===== src/rtl/mmio_master_pkg.sv =====
// MMIO bus master shared types.
// Command word layout, FSM states and bus widths.
package mmio_master_pkg;

  localparam int MMIO_AW = 21;
  localparam int MMIO_DW = 32;

  typedef enum logic [1:0] {
    IDLE,
    ISSUE,
    WAIT_RD,
    RESP
  } state_t;

  typedef struct packed {
    logic               wr;
    logic [MMIO_AW-1:0] addr;
    logic [MMIO_DW-1:0] data;
  } mmio_cmd_t;

endpackage


===== src/rtl/mmio_bus_master_if.sv =====
// Command/response channels and MMIO bus of the bus master.
// master = the bus master block, slave = its environment.
interface mmio_bus_master_if;
  import mmio_master_pkg::*;

  logic               cmd_valid;
  logic               cmd_ready;
  logic               cmd_wr;
  logic [MMIO_AW-1:0] cmd_addr;
  logic [MMIO_DW-1:0] cmd_data;
  logic               rsp_valid;
  logic               rsp_ready;
  logic [MMIO_DW-1:0] rsp_data;
  logic               mmio_cs;
  logic               mmio_wr;
  logic               mmio_rd;
  logic [MMIO_AW-1:0] mmio_addr;
  logic [MMIO_DW-1:0] mmio_wr_data;
  logic [MMIO_DW-1:0] mmio_rd_data;

  modport master (
    input  cmd_valid, cmd_wr, cmd_addr,
    input  cmd_data, rsp_ready, mmio_rd_data,
    output cmd_ready, rsp_valid, rsp_data,
    output mmio_cs, mmio_wr, mmio_rd,
    output mmio_addr, mmio_wr_data
  );

  modport slave (
    output cmd_valid, cmd_wr, cmd_addr,
    output cmd_data, rsp_ready, mmio_rd_data,
    input  cmd_ready, rsp_valid, rsp_data,
    input  mmio_cs, mmio_wr, mmio_rd,
    input  mmio_addr, mmio_wr_data
  );

endinterface


===== src/rtl/mmio_cmd_fifo.sv =====
// Synchronous command FIFO, 2**FIFO_AW entries.
// A write while full is taken only when a read frees a slot.
module mmio_cmd_fifo
  import mmio_master_pkg::*;
#(
  parameter int FIFO_AW = 2
) (
  input  logic      clk,
  input  logic      reset,
  input  logic      wr,
  input  logic      rd,
  input  mmio_cmd_t w_data,
  output mmio_cmd_t r_data,
  output logic      full,
  output logic      empty
);

  localparam int DEPTH = 1 << FIFO_AW;

  mmio_cmd_t        mem [DEPTH];
  logic [FIFO_AW:0] w_ptr;
  logic [FIFO_AW:0] r_ptr;
  logic             do_wr;
  logic             do_rd;

  assign empty = w_ptr == r_ptr;
  assign full  = (w_ptr[FIFO_AW] != r_ptr[FIFO_AW]) &&
                 (w_ptr[FIFO_AW-1:0] == r_ptr[FIFO_AW-1:0]);
  assign do_rd = rd & ~empty;
  assign do_wr = wr & (~full | do_rd);
  assign r_data = mem[r_ptr[FIFO_AW-1:0]];

  always_ff @(posedge clk) begin
    if (reset) begin
      w_ptr <= '0;
      r_ptr <= '0;
    end else begin
      if (do_wr) w_ptr <= w_ptr + 1'b1;
      if (do_rd) r_ptr <= r_ptr + 1'b1;
    end
  end

  always_ff @(posedge clk) begin
    if (do_wr) mem[w_ptr[FIFO_AW-1:0]] <= w_data;
  end

endmodule


===== src/rtl/mmio_bus_master.sv =====
// MMIO bus initiator: queued commands become one-cycle strobes,
// read data is returned on a valid/ready response channel.
module mmio_bus_master
  import mmio_master_pkg::*;
#(
  parameter int FIFO_AW = 2,
  parameter int RD_LAT  = 1
) (
  input  logic               clk,
  input  logic               reset,
  mmio_bus_master_if.master  bus,
  output logic               busy
);

  localparam int CW = (RD_LAT > 1) ? $clog2(RD_LAT) : 1;

  state_t             state;
  mmio_cmd_t          head;
  mmio_cmd_t          w_cmd;
  logic               full;
  logic               empty;
  logic               push;
  logic               pop;
  logic [CW-1:0]      lat_cnt;
  logic               cs_q;
  logic               wr_q;
  logic               rd_q;
  logic [MMIO_AW-1:0] addr_q;
  logic [MMIO_DW-1:0] wd_q;
  logic               rv_q;
  logic [MMIO_DW-1:0] rd_data_q;

  assign push  = bus.cmd_valid & ~full;
  assign w_cmd = '{wr:   bus.cmd_wr,
                   addr: bus.cmd_addr,
                   data: bus.cmd_data};

  // Pop only when the bus is free; an outstanding response blocks it.
  always_comb begin
    pop = 1'b0;
    unique case (state)
      IDLE:    pop = ~empty;
      ISSUE:   pop = wr_q & ~empty;
      RESP:    pop = bus.rsp_ready & ~empty;
      default: pop = 1'b0;
    endcase
  end

  mmio_cmd_fifo #(
    .FIFO_AW (FIFO_AW)
  ) u_fifo (
    .clk    (clk),
    .reset  (reset),
    .wr     (push),
    .rd     (pop),
    .w_data (w_cmd),
    .r_data (head),
    .full   (full),
    .empty  (empty)
  );

  always_ff @(posedge clk) begin
    if (reset) begin
      state     <= IDLE;
      lat_cnt   <= '0;
      cs_q      <= 1'b0;
      wr_q      <= 1'b0;
      rd_q      <= 1'b0;
      addr_q    <= '0;
      wd_q      <= '0;
      rv_q      <= 1'b0;
      rd_data_q <= '0;
    end else begin
      cs_q <= 1'b0;
      wr_q <= 1'b0;
      rd_q <= 1'b0;
      if (pop) begin
        cs_q   <= 1'b1;
        wr_q   <= head.wr;
        rd_q   <= ~head.wr;
        addr_q <= head.addr;
        wd_q   <= head.data;
      end
      unique case (state)
        IDLE: begin
          if (pop) state <= ISSUE;
        end
        ISSUE: begin
          if (rd_q && RD_LAT == 0) begin
            rv_q      <= 1'b1;
            rd_data_q <= bus.mmio_rd_data;
            state     <= RESP;
          end else if (rd_q) begin
            lat_cnt <= CW'(RD_LAT - 1);
            state   <= WAIT_RD;
          end else if (!pop) begin
            state <= IDLE;
          end
        end
        WAIT_RD: begin
          if (lat_cnt == '0) begin
            rv_q      <= 1'b1;
            rd_data_q <= bus.mmio_rd_data;
            state     <= RESP;
          end else begin
            lat_cnt <= lat_cnt - 1'b1;
          end
        end
        RESP: begin
          if (bus.rsp_ready) begin
            rv_q  <= 1'b0;
            state <= pop ? ISSUE : IDLE;
          end
        end
        default: state <= IDLE;
      endcase
    end
  end

  assign bus.cmd_ready    = ~full;
  assign bus.rsp_valid    = rv_q;
  assign bus.rsp_data     = rd_data_q;
  assign bus.mmio_cs      = cs_q;
  assign bus.mmio_wr      = wr_q;
  assign bus.mmio_rd      = rd_q;
  assign bus.mmio_addr    = addr_q;
  assign bus.mmio_wr_data = wd_q;
  assign busy = (state != IDLE) | ~empty;

endmodule


===== src/flat_wrapper.sv =====
// flat-port wrapper written by rule: the top's interface ports become plain ports
module mmio_bus_master_flat import mmio_master_pkg::*;
#(
  parameter int FIFO_AW = 2,
  parameter int RD_LAT  = 1
)
  (clk, reset, busy, bus_cmd_valid, bus_cmd_wr, bus_cmd_addr, bus_cmd_data, bus_rsp_ready, bus_mmio_rd_data, bus_cmd_ready, bus_rsp_valid, bus_rsp_data, bus_mmio_cs, bus_mmio_wr, bus_mmio_rd, bus_mmio_addr, bus_mmio_wr_data);
  mmio_bus_master_if bus_i ();
  input  logic clk;
  input  logic reset;
  output logic busy;
  input wire logic [$bits(bus_i.cmd_valid)-1:0] bus_cmd_valid;
  input wire logic [$bits(bus_i.cmd_wr)-1:0] bus_cmd_wr;
  input wire logic [$bits(bus_i.cmd_addr)-1:0] bus_cmd_addr;
  input wire logic [$bits(bus_i.cmd_data)-1:0] bus_cmd_data;
  input wire logic [$bits(bus_i.rsp_ready)-1:0] bus_rsp_ready;
  input wire logic [$bits(bus_i.mmio_rd_data)-1:0] bus_mmio_rd_data;
  output wire logic [$bits(bus_i.cmd_ready)-1:0] bus_cmd_ready;
  output wire logic [$bits(bus_i.rsp_valid)-1:0] bus_rsp_valid;
  output wire logic [$bits(bus_i.rsp_data)-1:0] bus_rsp_data;
  output wire logic [$bits(bus_i.mmio_cs)-1:0] bus_mmio_cs;
  output wire logic [$bits(bus_i.mmio_wr)-1:0] bus_mmio_wr;
  output wire logic [$bits(bus_i.mmio_rd)-1:0] bus_mmio_rd;
  output wire logic [$bits(bus_i.mmio_addr)-1:0] bus_mmio_addr;
  output wire logic [$bits(bus_i.mmio_wr_data)-1:0] bus_mmio_wr_data;
  assign bus_i.cmd_valid = bus_cmd_valid;
  assign bus_i.cmd_wr = bus_cmd_wr;
  assign bus_i.cmd_addr = bus_cmd_addr;
  assign bus_i.cmd_data = bus_cmd_data;
  assign bus_i.rsp_ready = bus_rsp_ready;
  assign bus_i.mmio_rd_data = bus_mmio_rd_data;
  assign bus_cmd_ready = bus_i.cmd_ready;
  assign bus_rsp_valid = bus_i.rsp_valid;
  assign bus_rsp_data = bus_i.rsp_data;
  assign bus_mmio_cs = bus_i.mmio_cs;
  assign bus_mmio_wr = bus_i.mmio_wr;
  assign bus_mmio_rd = bus_i.mmio_rd;
  assign bus_mmio_addr = bus_i.mmio_addr;
  assign bus_mmio_wr_data = bus_i.mmio_wr_data;
  mmio_bus_master #(.FIFO_AW(FIFO_AW), .RD_LAT(RD_LAT)) u_core (.clk(clk), .reset(reset), .bus(bus_i), .busy(busy));
endmodule

===== config.mk =====
export PLATFORM = sky130hd
export DESIGN_NAME = mmio_bus_master_flat
export DESIGN_NICKNAME = d
export VERILOG_FILES = /design/src/rtl/mmio_master_pkg.sv /design/src/rtl/mmio_bus_master_if.sv /design/src/rtl/mmio_cmd_fifo.sv /design/src/rtl/mmio_bus_master.sv /design/src/flat_wrapper.sv
export SDC_FILE = /design/constraint.sdc
export NUM_CORES = 1
export LEC_CHECK = 0
export ABC_AREA = 1
export BUFFER_PORTS_ARGS = -buffer_cell sky130_fd_sc_hd__buf_2
export CAP_MARGIN = 20
export CORE_UTILIZATION = 45
export DETAILED_ROUTE_END_ITERATION = 7
export PLACE_DENSITY = 0.67
export SYNTH_ARGS = -nofsm -noshare
export SYNTH_HDL_FRONTEND = slang
export SYNTH_HIERARCHICAL = 1
export SYNTH_SLANG_ARGS = --single-unit

===== constraint.sdc =====
create_clock -name clk -period 5.8 [get_ports clk]
set_clock_uncertainty 0.05 [all_clocks]
set_input_delay 0.58 -clock clk [delete_from_list [all_inputs] [get_ports clk]]
set_output_delay 0.58 -clock clk [all_outputs]
set_load 0.005 [all_outputs]

==> run_results.csv, run 1 <==
group,metric,value,unit
status,status,"finished, final reports clean",
cells_and_area,finish.utilization,54.6,%
clock_network,cts_tree,"done",
route,first_iter_violations,584,
grt,grt_pass1_vias,7386,
yosys,synth_warnings,6,
grt,grt_overflow,0,
die,die_y,163,um
sta,fmax,0.252,GHz
die,start_util,45.9,%
route,viasPerCell,5.20,
pwr,clkPwrFrac,34.5,%
critical_path,crit_type,"register to register",
critical_path,crit_chain,"inv_2 > nand2_2 > nand3_2 > inv_2 > buf_4 > inv_1 > nand4_2 > nand2_2 > nor2_4 > buf_4",
clock_network,hold_buffers,0,
route,route.detailed.drc,0,
sta,period_share,68.4,%
grt,grt_use_total,18.5,%
clock_network,ctsResizeCount,0,
clock_network,clock_latency,0.56,ns
grt,grt_pass1_wl,38.6,mm
route,drt-total-wl,25.0,mm
sta,final_max_slew_viol_count,0,
critical_path,max_stage_delay,0.84,ns
sta,period_needed,3.97,ns
cells_and_area,finalNonFillerCells,1512,
pwr,total_leakage_power,5.16,nW
cells_and_area,drive_gt1_share,21.6,%
die,num_io_pins,181,
critical_path,critPathRequiredTime,5.98,ns
place,portBuffers,180,
die,rows,58,
sta,setup_tns,0,ns
pwr,combPwrFrac,18.1,%
yosys,seq_area_frac_synth,73.0,%
yosys,syn_inst,995,
yosys,synthDistinctLibCells,29,
pwr,power.switching,1.58,mW
yosys,ys_ff_latch,315,
sta,hold_violations,0,
sta,grt_setup_unrepaired,"false",
pwr,p_sw_share,27.9,%
route,dr.pass1.iters,5,
clock_network,clkTransAtPathRegs,0.06,ns
hold_path,hp-class,"input pin to register",
critical_path,cp_max_fo,56,
critical_path,crit_arrival,4.14,ns
die,die_w,163,um
cells_and_area,nNetsFinal,1252,
route,num_vias,7860,
yosys,syn-num-nets,1090,
place,dp.cells,1451,
pwr,p_int,4.08,mW
critical_path,cpMaxStageDelayCell,"nor2_4",
place,gp_congestion,0.729,
critical_path,startpoint_type,"register",
grt,antenna_found_initial,3,
sta,setup_violations,0,
pwr,power,5.65,mW
cells_and_area,syn2layout_area_growth,18.9,%
grt,grt_start_max_net_pins,110,
yosys,synth_area_per_cell,11.7,um2
clock_network,cts_setup_buffers,0,
sta,worst_pin_slew,1.04,ns
die,core_area,25300,um2
clock_network,clk_path_buf_depth,3,
cells_and_area,antenna_cells,0,
clock_network,clock-sinks,315,
route,avgRoutedWirePerCell,16.5,um
clock_network,htreeDepth,1,
sta,slew_headroom,30.5,%
pwr,p_seq_share,47.4,%
clock_network,cts_root_buf,"clkbuf_16",
clock_network,cts_made_buffers,31,
route,ant_nets,0,
yosys,syn_area,11600,um2
pwr,powerDensity,410,nW/um2
die,die_area,26400,um2
critical_path,cp-end-kind,"register",
run,max-cap-violations,0,
pwr,peakVddDrop,0.236,mV
place,hpwl,14.4,mm
## metrics by stage
stage	hold WS (ns)	setup slack (ns)	cell area [um2]
6_report	0.180	1.83	13800
5_1_grt	0.160	1.50	13800
4_1_cts	0.155	1.72	13700
3_5_place_dp	0.401	1.73	12700
3_3_place_gp	0.396	1.85	12700
2_1_floorplan	0.405	1.44	11600
## state kept, by name (all words and copies together), names as in the netlist, 3 cells and up, named ones only
name and cells:
u_core/bus.mmio_wr_data 32, u_core/bus.mmio_addr 21, u_core/bus.rsp_data 32, u_core/u_fifo/mem 216, u_core/u_fifo/w_ptr 3, u_core/u_fifo/r_ptr 3
## power by group through the flow
stage / Clock, mW / Sequential (mW) / Combinational [mW]
floorplan: 0 / 2.72 / 0.691
global placement: 0 / 2.75 / 0.972
detailed placement: 0 / 2.75 / 0.988
CTS: 2.00 / 2.71 / 0.992
global route: 2.07 / 2.70 / 1.15
finish: 1.95 / 2.68 / 1.02
## final timing paths
path,to,depth (start not counted),start,slack [ns]
worst max-delay path,u_core/u_fifo/mem[3][43],10,u_core/state[0],1.83
worst min-delay path,u_core/u_fifo/mem[0][31],1,bus_cmd_data[31],0.18
worst max register to register,u_core/u_fifo/mem[3][43],10,u_core/state[0],1.83
worst min register to register,u_core/bus.rsp_valid,2,u_core/bus.rsp_valid,0.41
## kinds of logic after synthesis
| family | count (synthesis) | share of synthesized area (%) |
|---|---|---|
| flops | 315 | 73.0 |
| simple gates | 331 | 11.1 |
| fa+ha+maj | 5 | 0.539 |
| xor+xnor | 3 | 0.291 |
| buf+inv | 84 | 3.30 |
| compound gates | 257 | 11.7 |
## cell type report
| type | count | area [um2] |
|---|---|---|
| inverter | 23 | 88.8 |
| tap | 330 | 413 |
| timing repair buffer | 190 | 1040 |
| sequential | 315 | 8470 |
| multi-input combinational | 596 | 2780 |
| fill | 2192 | 11500 |
| clock inverter | 16 | 164 |
| clock buffer | 42 | 837 |
## cell usage in the layout, fill, tap and decap left out, types with 3 or more instances in the layout
cell type / synthesis / routed
clkinv_1: 0 / 5
buf_16: 0 / 3
inv_2: 6 / 6
nor2_1: 124 / 120
ha_1: 5 / 5
edfxtp_1: 216 / 216
bufinv_16: 0 / 3
clkbuf_1: 36 / 9
nor2_4: 0 / 4
o21ai_1: 35 / 35
o21ai_0: 75 / 75
dfxtp_1: 99 / 97
nand2_2: 3 / 3
o22ai_1: 54 / 54
inv_1: 16 / 16
nand3_1: 4 / 4
clkinv_2: 0 / 7
a21oi_1: 91 / 91
nand2_1: 191 / 191
buf_4: 13 / 8
buf_2: 7 / 179
clkbuf_16: 0 / 31
## layer usage
metal / share of wire (%) / global-route usage [%] / wire (um) / vias to the layer above
met4: 1.9 / 4.25 / 485 / 6
li1: - / - / - / 3812
met5: 0.16 / 0 / 40 / -
met3: 6.8 / 3.51 / 1700 / 42
met2: 47 / 31.1 / 11800 / 258
met1: 44 / 25.0 / 10900 / 3742
## cells in the mapped netlist, drive strengths merged
library cell | n | area share [%]
a31oi | 2 | 0.11
o21ai | 110 | 4.7
ha | 5 | 0.54
nor2 | 125 | 4.1
buf | 25 | 1.4
xor2 | 2 | 0.15
nand4 | 3 | 0.22
nand3 | 6 | 0.35
nor3b | 1 | 0.065
nor3 | 1 | 0.043
nand2 | 194 | 6.3
inv | 23 | 0.77
a21oi | 91 | 3.9
o22ai | 54 | 2.9
edfxtp | 216 | 56
clkbuf | 36 | 1.2
xnor2 | 1 | 0.14
nand3b | 1 | 0.065
dfxtp | 99 | 17
## worst max-delay path, delay by kind of cell, from the launching register on
kind / cells / cell delay (ns)
DFF: 1 / 0.45
buffers and inverters: 5 / 1.27
and+or+nand+nor: 5 / 1.84
Note: power is estimated with default switching activity, not from simulation.
==> run 2: changes to the inputs <==
- PLACE_DENSITY: 0.67 -> 0.69
- clock period: 5.8 -> 3.28 ns (I/O delays scaled with it)
==> run_results.csv, run 2 (same netlist as run 1, synthesis figures left out) <==
group,metric,value,unit
die,rows,58,
route,drt-total-wl,26.1,mm
critical_path,r2r_slack,0.72,ns
cells_and_area,syn2layout_area_growth,26.9,%
cells_and_area,final_common_cell,"edfxtp_1",
place,gp_congestion,0.815,
route,avgRoutedWirePerCell,16.2,um
sta,setup_violations,0,
place,dp.cells,1460,
sta,period_needed,2.56,ns
cells_and_area,finalNonFillerCells,1605,
clock_network,cts_setup_buffers,0,
pwr,combPwrFrac,18.4,%
pwr,p_sw_share,27.8,%
pwr,clkPwrFrac,35.0,%
cells_and_area,nFillCells,2048,
cells_and_area,design_area,14700,um2
route,ant_nets,0,
grt,grt_use_total,19.5,%
grt,grt_start_max_net_pins,60,
critical_path,crit_arrival,2.73,ns
clock_network,cts_tree,"done",
pwr,powerDensity,692,nW/um2
sta,fmax,0.391,GHz
die,die_area,26400,um2
die,start_util,45.9,%
place,dp_slack,0.739,ns
route,first_iter_violations,600,
critical_path,startpoint_type,"register",
clock_network,clock-sinks,315,
status,status,"finished, final reports clean",
clock_network,clock_latency,0.56,ns
critical_path,cp-end-kind,"register",
cells_and_area,largest_reg_flops,216,
die,num_io_pins,181,
place,portBuffers,180,
clock_network,cts_made_buffers,31,
pwr,power.switching,2.83,mW
sta,hold_violations,0,
cells_and_area,drive_gt1_share,20.9,%
clock_network,clkTransAtPathRegs,0.06,ns
route,viasPerCell,5.13,
sta,final_max_slew_viol_count,0,
grt,grt_overflow,0,
route,num_vias,8234,
pwr,total_leakage_power,5.55,nW
hold_path,hp-start,"bus_mmio_rd_data[12]",
critical_path,cp_max_fo,47,
clock_network,clk_path_buf_depth,3,
grt,grt_pass1_vias,7844,
cells_and_area,mostFrequentLayoutCells,"edfxtp_1, nand2_1, buf_2",
critical_path,rr_worst_depth,13,
pwr,peakVddDrop,0.499,mV
grt,antenna_found_initial,2,
pwr,p_int,7.36,mW
pwr,p_seq_share,46.6,%
critical_path,critPathRequiredTime,3.45,ns
hold_path,holdPathStages,3,
critical_path,crit_type,"register to register",
grt,grt_pass1_wl,40.5,mm
die,core_area,25300,um2
sta,worst_slack,0.721,ns
critical_path,r2r_start,"u_core/u_fifo/w_ptr[1]",
clock_network,cts_root_buf,"clkbuf_16",
run,max-cap-violations,0,
route,dr.pass1.iters,5,
hold_path,whs_endpoint,"u_core/bus.rsp_data[12]",
sta,worst_pin_slew,0.989,ns
route,route.detailed.drc,0,
place,hpwl,15.1,mm
die,die_w,163,um
cells_and_area,nNetsFinal,1343,
sta,slew_headroom,34.0,%
sta,grt_setup_unrepaired,"false",
die,die_y,163,um
clock_network,hold_buffers,85,
critical_path,r2r-end,"u_core/u_fifo/mem[1][36]",
hold_path,hp-class,"input pin to register",
clock_network,ctsResizeCount,0,
clock_network,htreeDepth,1,
place,placed_area,12800,um2
sta,period_share,78.0,%
run 2: cell count changes in the layout (fill, tap and decap cells not counted), moves of 2 or more:
| cell | previous run | this run |
|---|---|---|
| buf_4 | 8 | 14 |
| clkbuf_16 | 31 | 33 |
| buf_16 | 3 | 0 |
| buf_12 | 0 | 3 |
| clkinv_4 | 0 | 2 |
| clkinv_1 | 5 | 0 |
| clkbuf_8 | 2 | 5 |
| dlygate4sd3_1 | 0 | 85 |
| diode_2 | 0 | 2 |
| clkinvlp_4 | 0 | 2 |
| clkinv_2 | 7 | 4 |
run 2: metal layers:
layer,vias up,GRT usage [%],share of wire [%]
li1,4009,-,-
met1,3915,24.6,43
met2,272,34.2,48
met3,38,3.74,7.1
met4,0,5.10,1.9
met5,-,0,0
run 2: metrics by stage:
stage                     utilization [%]  setup TNS (ns)  hold WS (ns)  power (mW)
after floorplan                         -          -42.92         0.347        6.02
after global placement               50.7               0         0.395        6.60
after detailed placement             50.7               0         0.402        6.63
after CTS                            58.3               0        0.0189        10.3
after global routing                 58.3               0        0.0266        10.7
final                                58.3               0        0.0424        10.2
run 2: worst max-delay path by stage:
| stage | startpoint | end | depth (start not counted) | slack, ns |
|---|---|---|---|---|
| 2_1_floorplan | u_core/u_fifo/w_ptr[1] | u_core/u_fifo/mem[0][0] | 13 | -0.20 |
| 5_1_grt | u_core/u_fifo/w_ptr[1] | u_core/u_fifo/mem[1][36] | 13 | 0.46 |
| 3_3_place_gp | u_core/u_fifo/w_ptr[1] | u_core/u_fifo/mem[1][21] | 13 | 0.79 |
| 6_report | u_core/u_fifo/w_ptr[1] | u_core/u_fifo/mem[1][36] | 13 | 0.72 |
| 4_1_cts | u_core/u_fifo/w_ptr[1] | u_core/u_fifo/mem[1][9] | 13 | 0.71 |
| 3_5_place_dp | u_core/u_fifo/w_ptr[1] | u_core/u_fifo/mem[1][19] | 13 | 0.74 |
run 2: area by class of cell:
type,instances,area [um2],share of cell area [%]
tap,330,413,2.81
multi-input combinational,596,2780,18.9
timing repair buffer,281,1910,13.0
clock buffer,47,928,6.31
inverter,23,88.8,0.604
antenna,2,5.00,0.0340
sequential,315,8470,57.6
clock inverter,11,121,0.825
run 2: power by group through the flow:
stage	Combinational (mW)	Clock, mW	Sequential (mW)
floorplan	1.22	0	4.80
global placement	1.78	0	4.82
detailed placement	1.80	0	4.83
CTS	1.89	3.63	4.74
global route	2.11	3.77	4.78
finish	1.88	3.56	4.74
run 2: critical path: stages (launching register included):
cell	delay, ns
dfxtp_1	0.39
inv_1	0.10
nand2_1	0.07
nand2_1	0.11
nand3_2	0.12
inv_1	0.08
nor2_2	0.16
nand3_2	0.09
inv_2	0.06
inv_1	0.04
nand4_2	0.12
nand2_2	0.19
nor2_4	0.29
buf_12	0.33
==> run 3: changes to the inputs <==
- PLACE_DENSITY: 0.69 -> 0.67
- clock period: 3.28 -> 2.7 ns (I/O delays scaled with it)
==> run_results.csv, run 3 (same netlist as run 1, synthesis figures left out) <==
group,metric,value,unit
place,hpwl,15.0,mm
die,start_util,45.9,%
sta,setup_violations,0,
sta,fmax,0.437,GHz
critical_path,r2r_slack,0.41,ns
place,portBuffers,180,
grt,grt_overflow,0,
sta,worst_slack,0.411,ns
grt,antenna_found_initial,4,
critical_path,crit_type,"register to register",
die,rows,58,
place,gp_congestion,0.761,
die,die_w,163,um
sta,period_needed,2.29,ns
cells_and_area,syn2layout_area_growth,28.1,%
run,max-cap-violations,0,
critical_path,crit_arrival,2.41,ns
sta,period_share,84.8,%
place,dp_slack,0.428,ns
clock_network,htreeDepth,2,
place,dp.cells,1461,
sta,slew_headroom,39.0,%
clock_network,clk_path_buf_depth,3,
cells_and_area,nFillCells,2044,
grt,grt_pass1_vias,7856,
place,placed_area,12900,um2
clock_network,cts_made_buffers,34,
route,drt-total-wl,26.5,mm
clock_network,clkTransAtPathRegs,0.06,ns
route,avgRoutedWirePerCell,16.4,um
route,route.detailed.drc,0,
die,die_y,163,um
status,status,"finished, final reports clean",
cells_and_area,largest_reg_flops,216,
route,num_vias,8248,
pwr,peakVddDrop,0.603,mV
clock_network,cts_root_buf,"clkbuf_16",
clock_network,cts_tree,"done",
sta,hold_violations,0,
clock_network,clock-sinks,315,
cells_and_area,finalNonFillerCells,1612,
die,num_io_pins,181,
cells_and_area,design_area,14900,um2
sta,setup_tns,0,ns
hold_path,hp-class,"input pin to register",
clock_network,clock_latency,0.51,ns
die,die_area,26400,um2
pwr,total_leakage_power,5.58,nW
critical_path,startpoint_type,"register",
cells_and_area,mostFrequentLayoutCells,"edfxtp_1, nand2_1, buf_2",
sta,final_max_slew_viol_count,0,
cells_and_area,nNetsFinal,1348,
die,core_area,25300,um2
grt,grt_pass1_wl,41.0,mm
cells_and_area,final_common_cell,"edfxtp_1",
critical_path,cp-end-kind,"register",
pwr,power,12.5,mW
critical_path,cp_max_fo,26,
sta,grt_setup_unrepaired,"false",
cells_and_area,drive_gt1_share,21.4,%
route,first_iter_violations,500,
cells_and_area,finish.utilization,58.8,%
route,dr.pass1.iters,5,
pwr,powerDensity,841,nW/um2
grt,grt_use_total,19.9,%
grt,grt_start_max_net_pins,93,
sta,worst_hold_slack,0.0271,ns
route,viasPerCell,5.12,
route,ant_nets,0,
critical_path,critPathRequiredTime,2.82,ns
sta,worst_pin_slew,0.915,ns
==> run 3: cell count changes in the layout (fill, tap and decap cells not counted), sizes merged <==
cell / delta
buf: +1
bufinv: -1
clkbuf: +3
clkinv: +3
clkinvlp: -1
diode: +1
dlygate4sd3: +1
==> run 3: final cells by class <==
type / count / area (um2) / area share, %
Antenna cell: 3 / 7.51 / 0.0505
Sequential cell: 315 / 8480 / 57.1
Inverter: 23 / 91.3 / 0.615
Multi-Input combinational cell: 596 / 2810 / 18.9
Tap cell: 330 / 413 / 2.78
Clock inverter: 12 / 136 / 0.918
Clock buffer: 50 / 941 / 6.33
Timing Repair Buffer: 283 / 1980 / 13.3
==> run 3: worst max-delay path, cell delays in order, from the launching register on <==
cell and delay (ns):
dfxtp_1 0.38, inv_1 0.06, nand2_1 0.07, nand2_2 0.10, nand3_2 0.12, inv_2 0.07
nor2_4 0.12, nand3_4 0.09, inv_4 0.06, inv_2 0.04, nand4_4 0.11, nand2_4 0.12
nor2_4 0.16, buf_4 0.38
==> run 3: worst paths after layout <==
check        cells after the start                        from                          to
min reg2reg                      2  u_core/bus.mmio_wr_data[6]  u_core/bus.mmio_wr_data[6]
min                              4               bus_rsp_ready        u_core/bus.rsp_valid
max reg2reg                     13      u_core/u_fifo/r_ptr[1]    u_core/u_fifo/mem[3][11]
max                             13      u_core/u_fifo/r_ptr[1]    u_core/u_fifo/mem[3][11]
==> run 3: per-layer routing <==
| metal | vias up | track usage [%] | wire length, um |
|---|---|---|---|
| li1 | 4020 | - | - |
| met5 | - | 0 | 13 |
| met2 | 286 | 33.5 | 12600 |
| met3 | 42 | 4.15 | 1720 |
| met4 | 2 | 6.05 | 482 |
| met1 | 3898 | 25.8 | 11700 |
==> run 3: what timing repair did <==
action                                 4_1_cts  5_1_grt
hold buffers                                86        0
setup buffers                                0        0
resized for setup                            0        0
endpoints found under the hold margin      248        0
==> run 3: report_power, final <==
| part | internal, mW | leakage (nW) | switching [mW] | total (mW) |
|---|---|---|---|---|
| clock network | 2.55 | 0.519 | 1.84 | 4.39 |
| registers | 5.57 | 2.79 | 0.183 | 5.75 |
| logic | 0.840 | 2.27 | 1.52 | 2.36 |
